File: config.mk
export PLATFORM = sky130hd
export DESIGN_NAME = ifetch_queue
export DESIGN_NICKNAME = d
export VERILOG_FILES = /design/src/rtl/sisc_pkg.sv /design/src/rtl/ifq_fifo.sv /design/src/rtl/ifetch_queue.sv
export SDC_FILE = /design/constraint.sdc
export NUM_CORES = 1
export LEC_CHECK = 0
export BUFFER_PORTS_ARGS = -buffer_cell sky130_fd_sc_hd__buf_2
export CORE_MARGIN = 5
export CORE_UTILIZATION = 50
export DETAILED_ROUTE_END_ITERATION = 8
export HOLD_SLACK_MARGIN = 0.03
export PLACE_DENSITY_LB_ADDON = 0.12
export SKIP_LAST_GASP = 1
export SYNTH_ARGS = -nofsm -noshare
export SYNTH_HDL_FRONTEND = slang
export SYNTH_SLANG_ARGS = --single-unit
File: constraint.sdc
create_clock -name CLK -period 4.78 [get_ports CLK]
set_input_delay 0.956 -clock CLK [delete_from_list [all_inputs] [get_ports CLK]]
set_output_delay 0.956 -clock CLK [all_outputs]
set_load 0.005 [all_outputs]
File: src/rtl/sisc_pkg.sv
// Shared types and constants for the instruction fetch queue.
package sisc_pkg;

  localparam int unsigned WORD_W = 32;
  localparam int unsigned ADDR_W = 16;

  typedef enum logic [1:0] {
    IDLE,
    REQ,
    DROP
  } ifq_state_t;

  typedef struct packed {
    logic [ADDR_W-1:0] pc;
    logic [WORD_W-1:0] instr;
  } ifq_entry_t;

endpackage

File: src/rtl/ifq_fifo.sv
// Synchronous FIFO with flush and a registered head that holds its last value when empty.
module ifq_fifo #(
  parameter int unsigned DEPTH = 4,
  parameter int unsigned WIDTH = 48
) (
  input  logic                       i_clk,
  input  logic                       i_rst,
  input  logic                       i_push,
  input  logic [WIDTH-1:0]           i_data,
  input  logic                       i_pop,
  input  logic                       i_flush,
  output logic                       o_full,
  output logic                       o_empty,
  output logic [$clog2(DEPTH):0]     o_count,
  output logic [WIDTH-1:0]           o_head
);

  localparam int unsigned PW = $clog2(DEPTH);
  localparam int unsigned CW = PW + 1;
  localparam logic [CW-1:0] FULL_CNT = CW'(DEPTH);

  logic [WIDTH-1:0] r_mem [DEPTH];
  logic [PW-1:0]    r_wr_ptr;
  logic [PW-1:0]    r_rd_ptr;
  logic [PW-1:0]    w_rd_next;
  logic [CW-1:0]    r_count;
  logic [CW-1:0]    w_count_next;
  logic [WIDTH-1:0] r_head;
  logic             w_push;
  logic             w_pop;

  assign o_full       = (r_count == FULL_CNT);
  assign o_empty      = (r_count == '0);
  assign o_count      = r_count;
  assign o_head       = r_head;
  assign w_push       = i_push & ~o_full & ~i_flush;
  assign w_pop        = i_pop & ~o_empty & ~i_flush;
  assign w_rd_next    = r_rd_ptr + PW'(w_pop);
  assign w_count_next = r_count + CW'(w_push) - CW'(w_pop);

  always_ff @(posedge i_clk) begin
    if (w_push) begin
      r_mem[r_wr_ptr] <= i_data;
    end
  end

  always_ff @(posedge i_clk or posedge i_rst) begin
    if (i_rst) begin
      r_wr_ptr <= '0;
      r_rd_ptr <= '0;
      r_count  <= '0;
      r_head   <= '0;
    end else if (i_flush) begin
      r_wr_ptr <= '0;
      r_rd_ptr <= '0;
      r_count  <= '0;
    end else begin
      r_wr_ptr <= r_wr_ptr + PW'(w_push);
      r_rd_ptr <= w_rd_next;
      r_count  <= w_count_next;
      // Write slot equals next read slot only when the pushed word becomes the head.
      if (w_count_next != '0) begin
        r_head <= (w_push && (r_wr_ptr == w_rd_next)) ? i_data : r_mem[w_rd_next];
      end
    end
  end

endmodule

File: src/rtl/ifetch_queue.sv
// Fetch stage: owns the PC, requests instruction memory, queues tagged words for decode.
// Optional IFQ_BYPASS_EN forwards an acked word straight to decode when the queue is empty.
module ifetch_queue #(
  parameter int unsigned       DEPTH    = 4,
  parameter int unsigned       ADDR_W   = 16,
  parameter int unsigned       DATA_W   = 32,
  parameter logic [ADDR_W-1:0] RESET_PC = 16'h0000
) (
  input  logic                   CLK,
  input  logic                   RST,
  input  logic                   redirect,
  input  logic [ADDR_W-1:0]      redirect_addr,
  output logic                   mem_req,
  output logic [ADDR_W-1:0]      mem_addr,
  input  logic                   mem_ack,
  input  logic [DATA_W-1:0]      mem_data,
  output logic                   instr_valid,
  output logic [DATA_W-1:0]      instr,
  output logic [ADDR_W-1:0]      instr_pc,
  input  logic                   instr_ready,
  output logic [$clog2(DEPTH):0] q_count
);

  import sisc_pkg::*;

  localparam int unsigned CW = $clog2(DEPTH) + 1;
  localparam int unsigned EW = ADDR_W + DATA_W;
  localparam logic [CW-1:0] FULL_CNT = CW'(DEPTH);

  ifq_state_t        r_state;
  ifq_state_t        w_state_next;
  logic [ADDR_W-1:0] r_fetch_pc;
  logic [ADDR_W-1:0] w_fetch_pc_next;
  logic [ADDR_W-1:0] r_target;
  logic [ADDR_W-1:0] w_target_next;
  logic              w_accept;
  logic              w_fifo_push;
  logic              w_fifo_pop;
  logic              w_fifo_full;
  logic              w_fifo_empty;
  logic [CW-1:0]     w_count;
  logic [CW-1:0]     w_count_next;
  logic [EW-1:0]     w_head;

  assign mem_req      = (r_state != IDLE);
  assign mem_addr     = r_fetch_pc;
  assign q_count      = w_count;
  assign w_accept     = (r_state == REQ) & mem_ack & ~redirect;
  // Flush takes priority over a same-cycle pop.
  assign w_fifo_pop   = ~w_fifo_empty & instr_ready & ~redirect;
  assign w_count_next = w_count + CW'(w_fifo_push) - CW'(w_fifo_pop);

`ifdef IFQ_BYPASS_EN
  logic w_bypass;
  assign w_bypass    = w_fifo_empty & w_accept;
  assign w_fifo_push = w_accept & ~w_fifo_full & ~(w_bypass & instr_ready);
  assign instr_valid = ~w_fifo_empty | w_bypass;
  assign instr       = w_bypass ? mem_data : w_head[DATA_W-1:0];
  assign instr_pc    = w_bypass ? mem_addr : w_head[EW-1:DATA_W];
`else
  assign w_fifo_push = w_accept & ~w_fifo_full;
  assign instr_valid = ~w_fifo_empty;
  assign instr       = w_head[DATA_W-1:0];
  assign instr_pc    = w_head[EW-1:DATA_W];
`endif

  ifq_fifo #(
    .DEPTH (DEPTH),
    .WIDTH (EW)
  ) u_fifo (
    .i_clk   (CLK),
    .i_rst   (RST),
    .i_push  (w_fifo_push),
    .i_data  ({r_fetch_pc, mem_data}),
    .i_pop   (w_fifo_pop),
    .i_flush (redirect),
    .o_full  (w_fifo_full),
    .o_empty (w_fifo_empty),
    .o_count (w_count),
    .o_head  (w_head)
  );

  always_comb begin
    w_state_next    = r_state;
    w_fetch_pc_next = r_fetch_pc;
    w_target_next   = r_target;
    if (redirect) begin
      // An outstanding request keeps its address until acked; the target waits in r_target.
      if (r_state != IDLE && !mem_ack) begin
        w_target_next = redirect_addr;
        w_state_next  = DROP;
      end else begin
        w_fetch_pc_next = redirect_addr;
        w_state_next    = REQ;
      end
    end else begin
      unique case (r_state)
        IDLE: begin
          if (w_count_next < FULL_CNT) begin
            w_state_next = REQ;
          end
        end
        REQ: begin
          if (mem_ack) begin
            w_fetch_pc_next = r_fetch_pc + ADDR_W'(1);
            w_state_next    = (w_count_next < FULL_CNT) ? REQ : IDLE;
          end
        end
        DROP: begin
          if (mem_ack) begin
            w_fetch_pc_next = r_target;
            w_state_next    = REQ;
          end
        end
        default: w_state_next = IDLE;
      endcase
    end
  end

  always_ff @(posedge CLK or posedge RST) begin
    if (RST) begin
      r_state    <= IDLE;
      r_fetch_pc <= RESET_PC;
      r_target   <= RESET_PC;
    end else begin
      r_state    <= w_state_next;
      r_fetch_pc <= w_fetch_pc_next;
      r_target   <= w_target_next;
    end
  end

endmodule

==> results of run 1 <==
[kinds of logic (layout without fill, tap and decap cells)]
family                   after synthesis  after routing
AO/OA/AOI/OAI                        122            122
multiplexers                          67             67
XOR/XNOR                              14             14
adder cells (fa/ha/maj)                8              8
flip-flops                           281            281
AND/OR/NAND/NOR                      240            240
buffers and inverters                 64            207
[cell usage in the layout, fill, tap and decap left out, types with 3 or more instances in the layout]
cell type | Yosys | layout
a31oi_1 | 53 | 53
inv_1 | 16 | 15
clkinv_2 | 0 | 6
and3_1 | 5 | 3
mux4_2 | 48 | 48
a211o_1 | 3 | 3
buf_4 | 3 | 13
dfrtp_1 | 89 | 89
ha_1 | 7 | 6
xnor2_1 | 9 | 9
clkbuf_16 | 0 | 29
nand3_1 | 7 | 7
mux2_2 | 16 | 16
a211oi_1 | 6 | 6
clkbuf_8 | 0 | 3
clkbuf_1 | 15 | 7
o21ai_0 | 24 | 24
nand2_1 | 121 | 121
nor2_1 | 78 | 78
clkinv_1 | 0 | 4
nor2b_1 | 3 | 3
edfxtp_1 | 192 | 192
a21oi_1 | 22 | 22
buf_2 | 25 | 121
nor3_2 | 1 | 3
xor2_1 | 5 | 4
mux2i_1 | 3 | 3
nor3_1 | 9 | 7
[flip-flops by register name (all words and copies together) (netlist names)]
| name | flops |
|---|---|
| mem_addr | 16 |
| r_state | 2 |
| u_fifo.o_head | 48 |
| r_target | 16 |
| u_fifo.o_count | 3 |
| u_fifo.r_wr_ptr | 2 |
| u_fifo.r_mem | 192 |
| u_fifo.r_rd_ptr | 2 |
[power groups by stage]
| stage | registers, uW | logic, uW | clock network (uW) |
|---|---|---|---|
| finish | 3530 | 2100 | 2160 |
| global route | 3600 | 2360 | 2310 |
| CTS | 3530 | 2140 | 2210 |
| detailed placement | 3580 | 2140 | 0 |
| global placement | 3550 | 2090 | 0 |
| floorplan | 3460 | 1470 | 0 |
[path summary, 6_finish.rpt]
path,startpoint,end,slack (ps)
setup / recovery,u_fifo.o_count[0],u_fifo.o_head[4],1380
hold / removal,r_target[9],r_target[9],510
setup reg to reg,u_fifo.o_count[0],u_fifo.o_head[4],1380
hold reg to reg,r_target[9],r_target[9],510
max in group asynchronous,RST,r_target[0],3220
min in group asynchronous,RST,u_fifo.o_head[16],610
[metrics by stage]
step	TNS, ps	worst slack, ps
2_1_floorplan	-53880	-561
3_3_place_gp	0	1130
3_5_place_dp	0	1020
4_1_cts	0	1280
5_1_grt	0	1090
6_report	0	1380
[final cells by class]
cell class | count | area (sq um) | area share
Multi-Input combinational cell | 451 | 3330 | 0.248
Clock inverter | 15 | 130 | 0.00970
Tap cell | 285 | 357 | 0.0266
Timing Repair Buffer | 136 | 743 | 0.0554
Clock buffer | 39 | 793 | 0.0591
Inverter | 17 | 66.3 | 0.00494
Sequential cell | 281 | 7990 | 0.596
[routing by layer]
metal	share of wire	track usage
met1	0.43	0.257
met2	0.50	0.331
met3	0.055	0.0307
met4	0.014	0.0358
met5	0	0
==> run metrics, run 1 <==
status complete, no violations; Die Y ~160 microns; Netlist cell types 50; Final Skew 12.8 ps; Die ar. 0.0263 sq mm; crit end category flop; Die Wd between 150 and 200 microns; crit-path leading delay family simple AND/OR/NAND/NOR gates; share of cells above drive strength 1 0.275; simple-gate share of the synthesized area 0.0866; Clk Latency, worst-skew pair around 540 ps; Core Area around 0.023 sq mm; Finished Layout Cells between 1k and 1.5k; final wirelength about 25000 microns; Design Area, Final between 0.01 and 0.015 sq mm; Clock Power Share 0.277; CTS tree built; grt ovf 0; I/O pin count 122; HPWL after detailed placement 14800 microns; CP Launch Type flop; Crit path largest cell delay roughly 730 ps; synthesized flop and latch total roughly 280; via/cell ratio ~5.8; Fin. Hold Viols 0; Worst IR Drop VDD roughly 0.38 mV; hold depth 1; n_diodes 0; overall power slightly below 8000 uW; ys async rst share 0.317; synth top area cells edfxtp_1 (50%), dfrtp_1 (19%), mux4_2 (9.3%), nand2_1 (3.9%), a31oi_1 (2.9%); Resize count post-CTS 0; register area share after synthesis 0.690; WS Path Type flop to flop; Post-Synthesis Net Count between 800 and 900; Max transition margin 0.204; DR pass1 iterations 5; crit path max fanout 33; Worst EP required between 5000 and 6000 ps; Ys Warns 0; Worst path depth 8; H-Tree Depth 1; final setup fails 0; CTS max path bufs 3; Finished Core Util 0.591; initial antenna violation count 0; static leakage 0.00491 uW; Reg clk slew, reported paths 60 ps; vias a little over 7k; pwr dens roughly 580 mW/mm^2; DRT iter0 DRCs around 480; area of placed instances around 0.012 sq mm; root buf cell clkbuf_16; Post-CTS Setup Bufs 0; Slowest-stage cell, CP and3b_2; post-synthesis mux area share 0.112; worst-case reg-to-reg path depth 8; ys flop type edfxtp_1; RSZ-0062 raised after global routing no; Logic pwr share 0.269; top cells by count, synth edfxtp_1 (192), nand2_1 (121), dfrtp_1 (89); Mapped Area between 0.01 and 0.015 sq mm; Post-Syn Instances between 700 and 800; worst-margin pin slew approximately 1200 ps; Critical Path AT between 3000 and 4000 ps; Switching Share 0.313; complex-gate fraction of the synthesized area 0.0653; Min-Delay Path Class flop to flop; DR WL/cell roughly 20 microns; Fill cells approximately 1.8k; Inst Count DP ~1.2k; Seq pwr share 0.453; Post-CTS Hold Fix Bufs 0; Internal 5350 uW; Max Fclk roughly 300 MHz; syn_area_per_cell roughly 15 sq um; count of pins over their slew limit 0; fin nets 977; GPL Wtd Cong ~0.86; Starting Density 0.510; crit-path cells or3_1, and3_1, ha_4, xnor2_1, and3b_2, buf_4, nand2_1, a31oi_1; ratio of final minimum period to clock period 0.710; Fin Hold WS between 500 and 600 ps; main combinational cell family by area after synthesis multiplexers; first-pass GRT wire length 39800 microns; min Tclk post-route 3400 ps; post-synthesis adder-cell area fraction 0.00929; XOR/XNOR Fraction of Synth Area 0.0106; Synth area leader edfxtp_1; top-area cell type share of the netlist area 0.498; number of flops mapped to enable cells by yosys roughly 190; most frequent cell after synthesis edfxtp_1; largest net degree at the start of global routing 97; antenna-violating nets left 0; MaxCap Viol Count 0; total track usage 0.190; CTS buffer count 29; vias in the first global route roughly 7.3k; DRC viols 0; Port Buffer Count 121; worst path bufs/invs 1; clock sinks 281; Area growth, synth to finish 15.9%; P_sw between 2000 and 2500 uW; row count 55
Power figures use the tool's default switching activity.
==> inputs of run 2 (changes only) <==
- clock period: 4.78 -> 2.8 ns (I/O delays scaled with it)
==> run 2 against run 1 <==
  * Worst setup slack worse by 1400 ps
  * Core utilization up 3.8 points
  * Cell area rose by 6.4%
  * Die area did not move
  * Clock power increased by 86%
  * Highest routed layer unchanged
  * First-iteration DRC count shrank 11%
==> run metrics, run 2 (synthesis gave the netlist of run 1 again) <==
MaxCap Viol Count 0; worst path bufs/invs 5; Largest Register u_fifo.r_mem; Logic pwr share 0.333; via/cell ratio approximately 5.6; n_diodes 0; Clock Power Share 0.268; HPWL after detailed placement ~15000 microns; Die ar. roughly 0.026 sq mm; area of placed instances ~0.013 sq mm; CP Launch Type flop; RSZ-0062 raised after global routing yes; crit path max fanout 8; fin nets 1017; Reg clk slew, reported paths 60 ps; commonest cells after routing, fill and taps aside edfxtp_1 (192), nand2_1 (121), buf_2 (121); Worst IR Drop VDD 0.723 mV; clock sinks between 200 and 300; H-Tree Depth 1; Fin Hold WS ~250 ps; largest net degree at the start of global routing 63; GPL Wtd Cong about 0.81; CTS tree built; count of pins over their slew limit 0; min Tclk post-route roughly 2800 ps; commonest non-fill, non-tap cell in the layout edfxtp_1; final setup fails 0; ratio of final minimum period to clock period 0.996; crit-path leading delay family adder cells; DRT iter0 DRCs 424; Switching Share 0.310; static leakage about 0.0052 uW; Core Area approximately 0.023 sq mm; Seq pwr share 0.399; vias in the first global route 7487; Max transition margin 0.446; WS Path Type flop to flop; vias between 7k and 8k; first-pass GRT wire length roughly 41000 microns; Clk Latency, worst-skew pair between 500 and 600 ps; grt ovf 0; Crit path largest cell delay 390 ps; Max Fclk between 300 and 400 MHz; Design Area, Final 0.0143 sq mm; crit-path cells or3_4, and3_4, ha_4, inv_4, ha_4, inv_2, fa_2, xnor2_4, a31oi_4, buf_12, buf_12, buf_16, a31oi_1; Starting Density 0.510; Largest register FFs approximately 190; initial antenna violation count 0; Die Y between 150 and 200 microns; CTS buffer count 29; Die Wd 162 microns; Fin. Hold Viols 0; Port Buffer Count 121; share of cells above drive strength 1 0.332; Final Skew between 8 and 9 ps; Worst EP required around 3200 ps; Min-Delay Path Class primary input to flop; Area growth, synth to finish 23.2%; Slowest-stage cell, CP or3_4; Critical Path AT 3200 ps; DR WL/cell between 20 and 25 microns; P_sw around 4600 uW; DRC viols 0; status complete, no violations; final wirelength 25500 microns; CTS max path bufs 3; row count between 50 and 60; I/O pin count approximately 120; antenna-violating nets left 0; total track usage 0.196; root buf cell clkbuf_16; DR pass1 iterations 5; Internal approximately 10000 uW; Finished Core Util 0.628; pwr dens between 1000 and 1500 mW/mm^2; worst-margin pin slew about 830 ps; crit end category flop
run 2: path summary, 6_finish.rpt:
check                                  startpoint                  to  slack (ps)  cells after the start
worst max-delay path            u_fifo.o_count[2]   u_fifo.o_head[15]          10                     13
worst min register to register        r_target[7]         r_target[7]         500                      1
min in group asynchronous                     RST    u_fifo.o_head[6]         470                      3
max in group asynchronous                     RST   u_fifo.o_head[36]        1760                      4
worst min-delay path                  mem_data[9]  u_fifo.r_mem[3][9]         250                      1
worst max register to register  u_fifo.o_count[2]   u_fifo.o_head[15]          10                     13
run 2: through the flow:
step	cells	power [uW]	setup TNS [ps]	setup WS [ps]
6_report	1264	15000	0	11.3
5_1_grt	1264	15900	-3060	-106
4_1_cts	1262	15100	-260	-40.9
3_5_place_dp	1196	10200	-5730	-153
3_3_place_gp	1196	10100	-1720	-49.3
2_1_floorplan	796	8460	-64500	-672
run 2: power by group through the flow:
stage	clock network (uW)	logic [uW]	registers [uW]
floorplan	0	2550	5910
global placement	0	4100	6000
detailed placement	0	4190	6050
CTS	4110	5040	5980
global route	4290	5500	6090
finish	4020	4990	5980
run 2: final cells by class:
cell class              count  area, sq um
clock buffers              33          771
clock inverters            21          245
fillers                  1708         8440
inverters                  17         70.1
multi-input cells         451         3510
flip-flops and latches    281         7990
well taps                 285          357
repair buffers            176         1330
run 2: routing by layer:
layer / global-route usage / part of all wire / wire length [microns]
met3: 0.0304 / 0.048 / 1210
met1: 0.265 / 0.43 / 11000
met2: 0.339 / 0.51 / 13000
met5: 0 / 0 / 0
met4: 0.0434 / 0.013 / 340
run 2: repair_timing:
| action | CTS | global route |
|---|---|---|
| gates resized for setup | 24 | 13 |
| hold endpoints to repair | 3 | 0 |
| buffers inserted | 6 | 5 |
| cloned | 5 | 0 |
| hold buffers | 1 | 0 |
| pin swaps | 8 | 4 |
| endpoints found under the setup margin | 48 | 48 |
